File: src/rtl/gs_capture_sequencer.sv
// Command-driven acquisition sequencer: pops commands, sweeps a source register
// window per enabled channel and streams samples (optionally with headers) out.
module gs_capture_sequencer #(
    parameter int unsigned DATA_W    = 16,
    parameter int unsigned ADDR_W    = 8,
    parameter int unsigned NUM_CH    = 4,
    parameter int unsigned RD_LAT    = 1,
    parameter int unsigned HEADER_EN = 1
) (
    input  logic              iClk,
    input  logic              iReset,
    input  logic [31:0]       i32CmdData,
    input  logic              iCmdEmpty,
    output logic              oCmdRdEn,
    output logic [ADDR_W-1:0] oAddr,
    output logic [7:0]        o8SignSel,
    output logic [2:0]        oChSel,
    input  logic [DATA_W-1:0] iData,
    output logic              oWrEn,
    output logic [DATA_W-1:0] oWrData,
    input  logic              iWrFull,
    input  logic              iAbort,
    output logic              oBusy,
    output logic              oDone,
    output logic              oErr
);

    typedef enum logic [3:0] {
        IDLE, FETCH, LATCH, CHECK, HDR, ADDR, WAIT, WRITE, NEXTCH, DONE
    } state_t;

    localparam logic [7:0] CH_LIM    = 8'((9'd1 << NUM_CH) - 9'd1);
    localparam logic [1:0] WAIT_LAST = 2'(RD_LAT - 1);

    state_t              state_q;
    logic [31:0]         cmd_q;
    logic [7:0]          sel_q;
    logic [2:0]          ch_q;
    logic [ADDR_W-1:0]   addr_q;
    logic [7:0]          idx_q;
    logic [1:0]          wait_q;
    logic [DATA_W-1:0]   hold_q;
    logic                held_q;
    logic                rd_en_q;
    logic                wr_en_q;
    logic [DATA_W-1:0]   wr_data_q;
    logic                done_q;
    logic                err_q;

    logic [7:0] start_w;
    logic [7:0] len_w;
    logic [7:0] mask8_w;
    logic [2:0] first_ch_d;
    logic [2:0] next_ch_d;
    logic       next_vld_d;

    assign start_w = cmd_q[23:16];
    assign len_w   = cmd_q[15:8];
    assign mask8_w = cmd_q[7:0] & CH_LIM;

    // Scan from the top bit down so the last hit is the lowest qualifying channel.
    always_comb begin
        first_ch_d = '0;
        next_ch_d  = '0;
        next_vld_d = 1'b0;
        for (int unsigned i = 8; i > 0; i--) begin
            if (mask8_w[3'(i - 1)]) begin
                first_ch_d = 3'(i - 1);
                if (3'(i - 1) > ch_q) begin
                    next_ch_d  = 3'(i - 1);
                    next_vld_d = 1'b1;
                end
            end
        end
    end

    always_ff @(posedge iClk) begin
        if (iReset) begin
            state_q   <= IDLE;
            cmd_q     <= '0;
            sel_q     <= '0;
            ch_q      <= '0;
            addr_q    <= '0;
            idx_q     <= '0;
            wait_q    <= '0;
            hold_q    <= '0;
            held_q    <= 1'b0;
            rd_en_q   <= 1'b0;
            wr_en_q   <= 1'b0;
            wr_data_q <= '0;
            done_q    <= 1'b0;
            err_q     <= 1'b0;
        end else begin
            rd_en_q <= 1'b0;
            wr_en_q <= 1'b0;
            done_q  <= 1'b0;
            err_q   <= 1'b0;
            if (iAbort && state_q != IDLE) begin
                state_q <= IDLE;
                sel_q   <= '0;
                ch_q    <= '0;
                addr_q  <= '0;
                idx_q   <= '0;
                held_q  <= 1'b0;
            end else begin
                unique case (state_q)
                    IDLE: begin
                        if (!iCmdEmpty) begin
                            rd_en_q <= 1'b1;
                            state_q <= FETCH;
                        end
                    end
                    FETCH: state_q <= LATCH;
                    LATCH: begin
                        cmd_q   <= i32CmdData;
                        state_q <= CHECK;
                    end
                    CHECK: begin
                        if (len_w == 8'd0 || mask8_w == 8'd0) begin
                            err_q   <= 1'b1;
                            state_q <= IDLE;
                        end else begin
                            sel_q   <= cmd_q[31:24];
                            ch_q    <= first_ch_d;
                            idx_q   <= '0;
                            state_q <= (HEADER_EN != 0) ? HDR : ADDR;
                        end
                    end
                    HDR: begin
                        if (!iWrFull) begin
                            wr_en_q   <= 1'b1;
                            wr_data_q <= DATA_W'({4'hA, 1'b0, ch_q, len_w});
                            state_q   <= ADDR;
                        end
                    end
                    ADDR: begin
                        addr_q  <= ADDR_W'(start_w + idx_q);
                        wait_q  <= '0;
                        state_q <= WAIT;
                    end
                    WAIT: begin
                        if (wait_q == WAIT_LAST) begin
                            state_q <= WRITE;
                        end else begin
                            wait_q <= wait_q + 2'd1;
                        end
                    end
                    WRITE: begin
                        // First stalled cycle captures the sample; later cycles keep it.
                        if (!iWrFull) begin
                            wr_en_q   <= 1'b1;
                            wr_data_q <= held_q ? hold_q : iData;
                            held_q    <= 1'b0;
                            idx_q     <= idx_q + 8'd1;
                            state_q   <= (idx_q < len_w - 8'd1) ? ADDR : NEXTCH;
                        end else if (!held_q) begin
                            hold_q <= iData;
                            held_q <= 1'b1;
                        end
                    end
                    NEXTCH: begin
                        idx_q <= '0;
                        if (next_vld_d) begin
                            ch_q    <= next_ch_d;
                            state_q <= (HEADER_EN != 0) ? HDR : ADDR;
                        end else begin
                            done_q  <= 1'b1;
                            state_q <= DONE;
                        end
                    end
                    DONE: begin
                        sel_q   <= '0;
                        ch_q    <= '0;
                        addr_q  <= '0;
                        state_q <= IDLE;
                    end
                    default: state_q <= IDLE;
                endcase
            end
        end
    end

    assign oCmdRdEn  = rd_en_q;
    assign oAddr     = addr_q;
    assign o8SignSel = sel_q;
    assign oChSel    = ch_q;
    assign oWrEn     = wr_en_q;
    assign oWrData   = wr_data_q;
    assign oBusy     = (state_q != IDLE);
    assign oDone     = done_q;
    assign oErr      = err_q;

endmodule

File: config.mk
export PLATFORM = sky130hd
export DESIGN_NAME = gs_capture_sequencer
export DESIGN_NICKNAME = d
export VERILOG_FILES = /design/src/rtl/gs_capture_sequencer.sv
export SDC_FILE = /design/constraint.sdc
export NUM_CORES = 1
export LEC_CHECK = 0
export ABC_AREA = 0
export BUFFER_PORTS_ARGS = -buffer_cell sky130_fd_sc_hd__buf_2
export CAP_MARGIN = 20
export CORE_ASPECT_RATIO = 2
export CORE_MARGIN = 2
export CORE_UTILIZATION = 35
export CTS_CLUSTER_DIAMETER = 50
export DETAILED_ROUTE_END_ITERATION = 10
export GPL_ROUTABILITY_DRIVEN = 0
export GPL_TIMING_DRIVEN = 1
export MAX_ROUTING_LAYER = met4
export PLACE_DENSITY = 0.65
export RECOVER_POWER = 50
export SLEW_MARGIN = 10
export SYNTH_ARGS = -nofsm -noshare
export SYNTH_HDL_FRONTEND = slang
export SYNTH_SLANG_ARGS = --single-unit
File: constraint.sdc
create_clock -name iClk -period 8 [get_ports iClk]
set_clock_uncertainty 0.15 [all_clocks]
set_input_delay 0.8 -clock iClk [delete_from_list [all_inputs] [get_ports iClk]]
set_output_delay 0.8 -clock iClk [all_outputs]
set_load 0.05 [all_outputs]
==> results.json <==
{
  "timing.setup.critical_path_class": "in2reg",
  "area_growth_from_synthesis_to_final_layout_pct": 15.98,
  "cts-resized-gates": 0,
  "timing.critical_path.to": "oAddr[6]",
  "fp.dieH_um": 167.0,
  "worst_setup_hold_path_clk_slew_ns": 0.06,
  "final_util": 0.4153,
  "synth_top_cell_by_area": "sky130_fd_sc_hd__dfxtp_1",
  "max_cap_violations": 1,
  "cts-buffers-inserted": 9,
  "clock.fmax_mhz": 244.5,
  "die_area_mm2": 0.01429,
  "synth_area_mm2": 0.004652,
  "finalHoldViolCount": 0,
  "critical_path.startpoint": "iReset",
  "finish.net_count": 706,
  "die_width_um": 85.52,
  "grt_setup_unrepaired": "no",
  "detailedRoute.firstPassIterationCount": 7,
  "core_mm2": 0.01299,
  "clkSinkCount": 97,
  "groute.usage.overall": 0.1796,
  "grt_overflow_total": 0,
  "routedWlPerCell_um": 15.48,
  "leakagePower_nw": 1.930,
  "class_of_the_worst_hold_path": "reg2reg",
  "worst_hold_path.num_cells": 2,
  "clock-root-buffer": "sky130_fd_sc_hd__clkbuf_16",
  "number_of_global_route_vias_before_repair": 4311,
  "place_hpwl_mm": 8.974,
  "drive_above_1_share": 0.1207,
  "post_cts_buffers": 0,
  "vdd_ir_drop_max_uv": 163.2,
  "timing.final.setup_violations": 0,
  "grt_pass1_wl_mm": 20.01,
  "antenna_cells": 0,
  "worst-path-max-fanout": 66,
  "net_count_synth": 643,
  "synth_top_cells_by_area": "sky130_fd_sc_hd__dfxtp_1 42%, sky130_fd_sc_hd__a21oi_1 7.7%, sky130_fd_sc_hd__nand2_1 6.7%",
  "cts_tree": "done",
  "p_per_area_mw_per_mm2": 186.5,
  "synth-edff-count": 0,
  "synth_top_area_frac": 0.4174,
  "final.period_utilization": 0.5112,
  "regToRegSetupSlack_ns": 5.05,
  "worstMarginPinSlew_ns": 3.049,
  "critical_path.reg2reg.startpoint": "state_q[1]",
  "vias_per_cell": 5.394,
  "start_util": 0.3581,
  "maximum_number_of_pins_on_one_net_before_global_route_repair": 67,
  "antenna_found_initial": 0,
  "synth_flop_cell": "sky130_fd_sc_hd__dfxtp_1",
  "cts-htree-levels": 3,
  "setup-tns-final_ns": 0,
  "timing_max_transition_violations_final": 67,
  "dr_iter_0_viols": 229,
  "rr_worst_depth": 6,
  "worst-endpoint-required_ns": 8.07,
  "worstSetupStartpointType": "input pin",
  "pin_count": 93,
  "postSynth.asyncResetShare": 0,
  "synth-seq-cells": 97,
  "cts_max_path_buffers": 2,
  "drtAntennaViolNets": 0,
  "yosysWarnings": 0,
  "run_status": "finished with violations",
  "cts_stage_hold_buffer_count": 0,
  "synth_cell_type_count": 54,
  "num_vias": 4261,
  "synth_area_per_cell_um2": 8.147,
  "std_cell_rows": 59,
  "postSynthCellCount": 571,
  "drt_wl_total_mm": 12.23,
  "slew_headroom": -1.033,
  "min_period_ns": 4.090,
  "part_of_the_yosys_area_used_for_sequential_elements": 0.4174,
  "cp-end-kind": "flip-flop",
  "drcViolationCount": 0,
  "clk_latency_ns": 0.34,
  "violations": "max-capacitance violations, max-slew violations",
  "r2r_end": "hold_q[14]",
  "port-buffer-count": 87,
  "critical_path_arrival_ns": 4.16,
  "whs_ns": 0.3049
}
sequential cells by signal, summed over array words and instances (netlist names), 2 cells and up:
signal / cells
idx_q: 8
hold_q: 16
oAddr: 8
o8SignSel: 8
oWrData: 16
state_q: 4
oChSel: 2
wait_q: 2
cmd_q: 28
worst max-delay path: stages:
cell and delay [ns]:
sky130_fd_sc_hd__buf_2 0.07, sky130_fd_sc_hd__clkbuf_1 2.14, sky130_fd_sc_hd__a21oi_1 0.38, sky130_fd_sc_hd__clkbuf_1 0.41
sky130_fd_sc_hd__nand3_1 0.15, sky130_fd_sc_hd__or3_1 0.11, sky130_fd_sc_hd__nand3_1 0.07
layer usage:
layer  up-vias  routed length [um]  track usage
met4         0                 505       0.1077
met5         -                   0            -
met2       105                6527       0.3166
met1      1987                4737       0.1765
met3        32                 458      0.03617
li1       2137                   -            -
cells in the mapped netlist, types with 8 or more instances:
| master | count |
|---|---|
| sky130_fd_sc_hd__ha_1 | 18 |
| sky130_fd_sc_hd__mux2i_1 | 19 |
| sky130_fd_sc_hd__inv_1 | 8 |
| sky130_fd_sc_hd__a211oi_1 | 29 |
| sky130_fd_sc_hd__a21oi_1 | 72 |
| sky130_fd_sc_hd__clkbuf_1 | 31 |
| sky130_fd_sc_hd__nand3_1 | 17 |
| sky130_fd_sc_hd__o21ai_0 | 11 |
| sky130_fd_sc_hd__nand2_1 | 83 |
| sky130_fd_sc_hd__nor2_1 | 65 |
| sky130_fd_sc_hd__dfxtp_1 | 97 |
| sky130_fd_sc_hd__nand2b_1 | 9 |
| sky130_fd_sc_hd__nor3_1 | 13 |
cell families (layout without fill, tap and decap cells):
group | count (synthesis) | count (layout) | synth area share
adders and majority gates | 19 | 19 | 0.05272
other | 1 | 1 | 0.0008061
and+or+nand+nor | 229 | 229 | 0.2278
muxes | 24 | 24 | 0.05298
DFF | 97 | 97 | 0.4174
xor gates and xnor gates | 8 | 8 | 0.01506
buffers and inverters | 49 | 116 | 0.04438
AOI/OAI and AO/OA | 144 | 144 | 0.1888
final cells by class:
| type | count | area [um^2] |
|---|---|---|
| Clock buffer | 11 | 232.7 |
| Multi-Input combinational cell | 425 | 2517 |
| Inverter | 8 | 30.03 |
| Clock inverter | 4 | 45.04 |
| Tap cell | 152 | 190.2 |
| Fill cell | 1363 | 7597 |
| Timing Repair Buffer | 93 | 437.9 |
| Sequential cell | 97 | 1942 |
how the worst min path moves through the flow:
stage | start | end | slack [ns]
3_3_place_gp | cmd_q[24] | o8SignSel[0] | 0.29
4_1_cts | cmd_q[24] | o8SignSel[0] | 0.30
6_report | wait_q[1] | wait_q[1] | 0.30
5_1_grt | cmd_q[28] | cmd_q[28] | 0.32
2_1_floorplan | wait_q[1] | wait_q[1] | 0.28
3_5_place_dp | cmd_q[24] | o8SignSel[0] | 0.30
power breakdown:
| group | internal [mW] | leakage, nW | total [mW] | switching (mW) |
|---|---|---|---|---|
| clock | 0.239 | 0.139 | 0.412 | 0.173 |
| combinational | 0.0347 | 1.01 | 0.0941 | 0.0593 |
| sequential | 0.490 | 0.782 | 0.500 | 0.00969 |
per-stage QoR:
step	setup slack [ns]	instance area [um^2]	cells	power, mW
finish	3.910	5395	790	1.006
global route	3.521	5395	790	1.055
CTS	4.735	5423	788	1.018
detailed placement	4.771	5145	773	0.6054
global placement	4.805	5145	773	0.6028
floorplan	5.422	4652	571	0.5737
cells in the final DEF, fill, tap and decap left out, drive strengths merged, types with 9 or more instances in the layout:
cell	count
clkbuf	51
nor2	65
o21ai	11
buf	52
dfxtp	97
nand3	17
ha	18
a21oi	72
a211oi	29
nor3	13
mux2i	19
nand2	83
nand2b	9
Power figures use the tool's default switching activity.
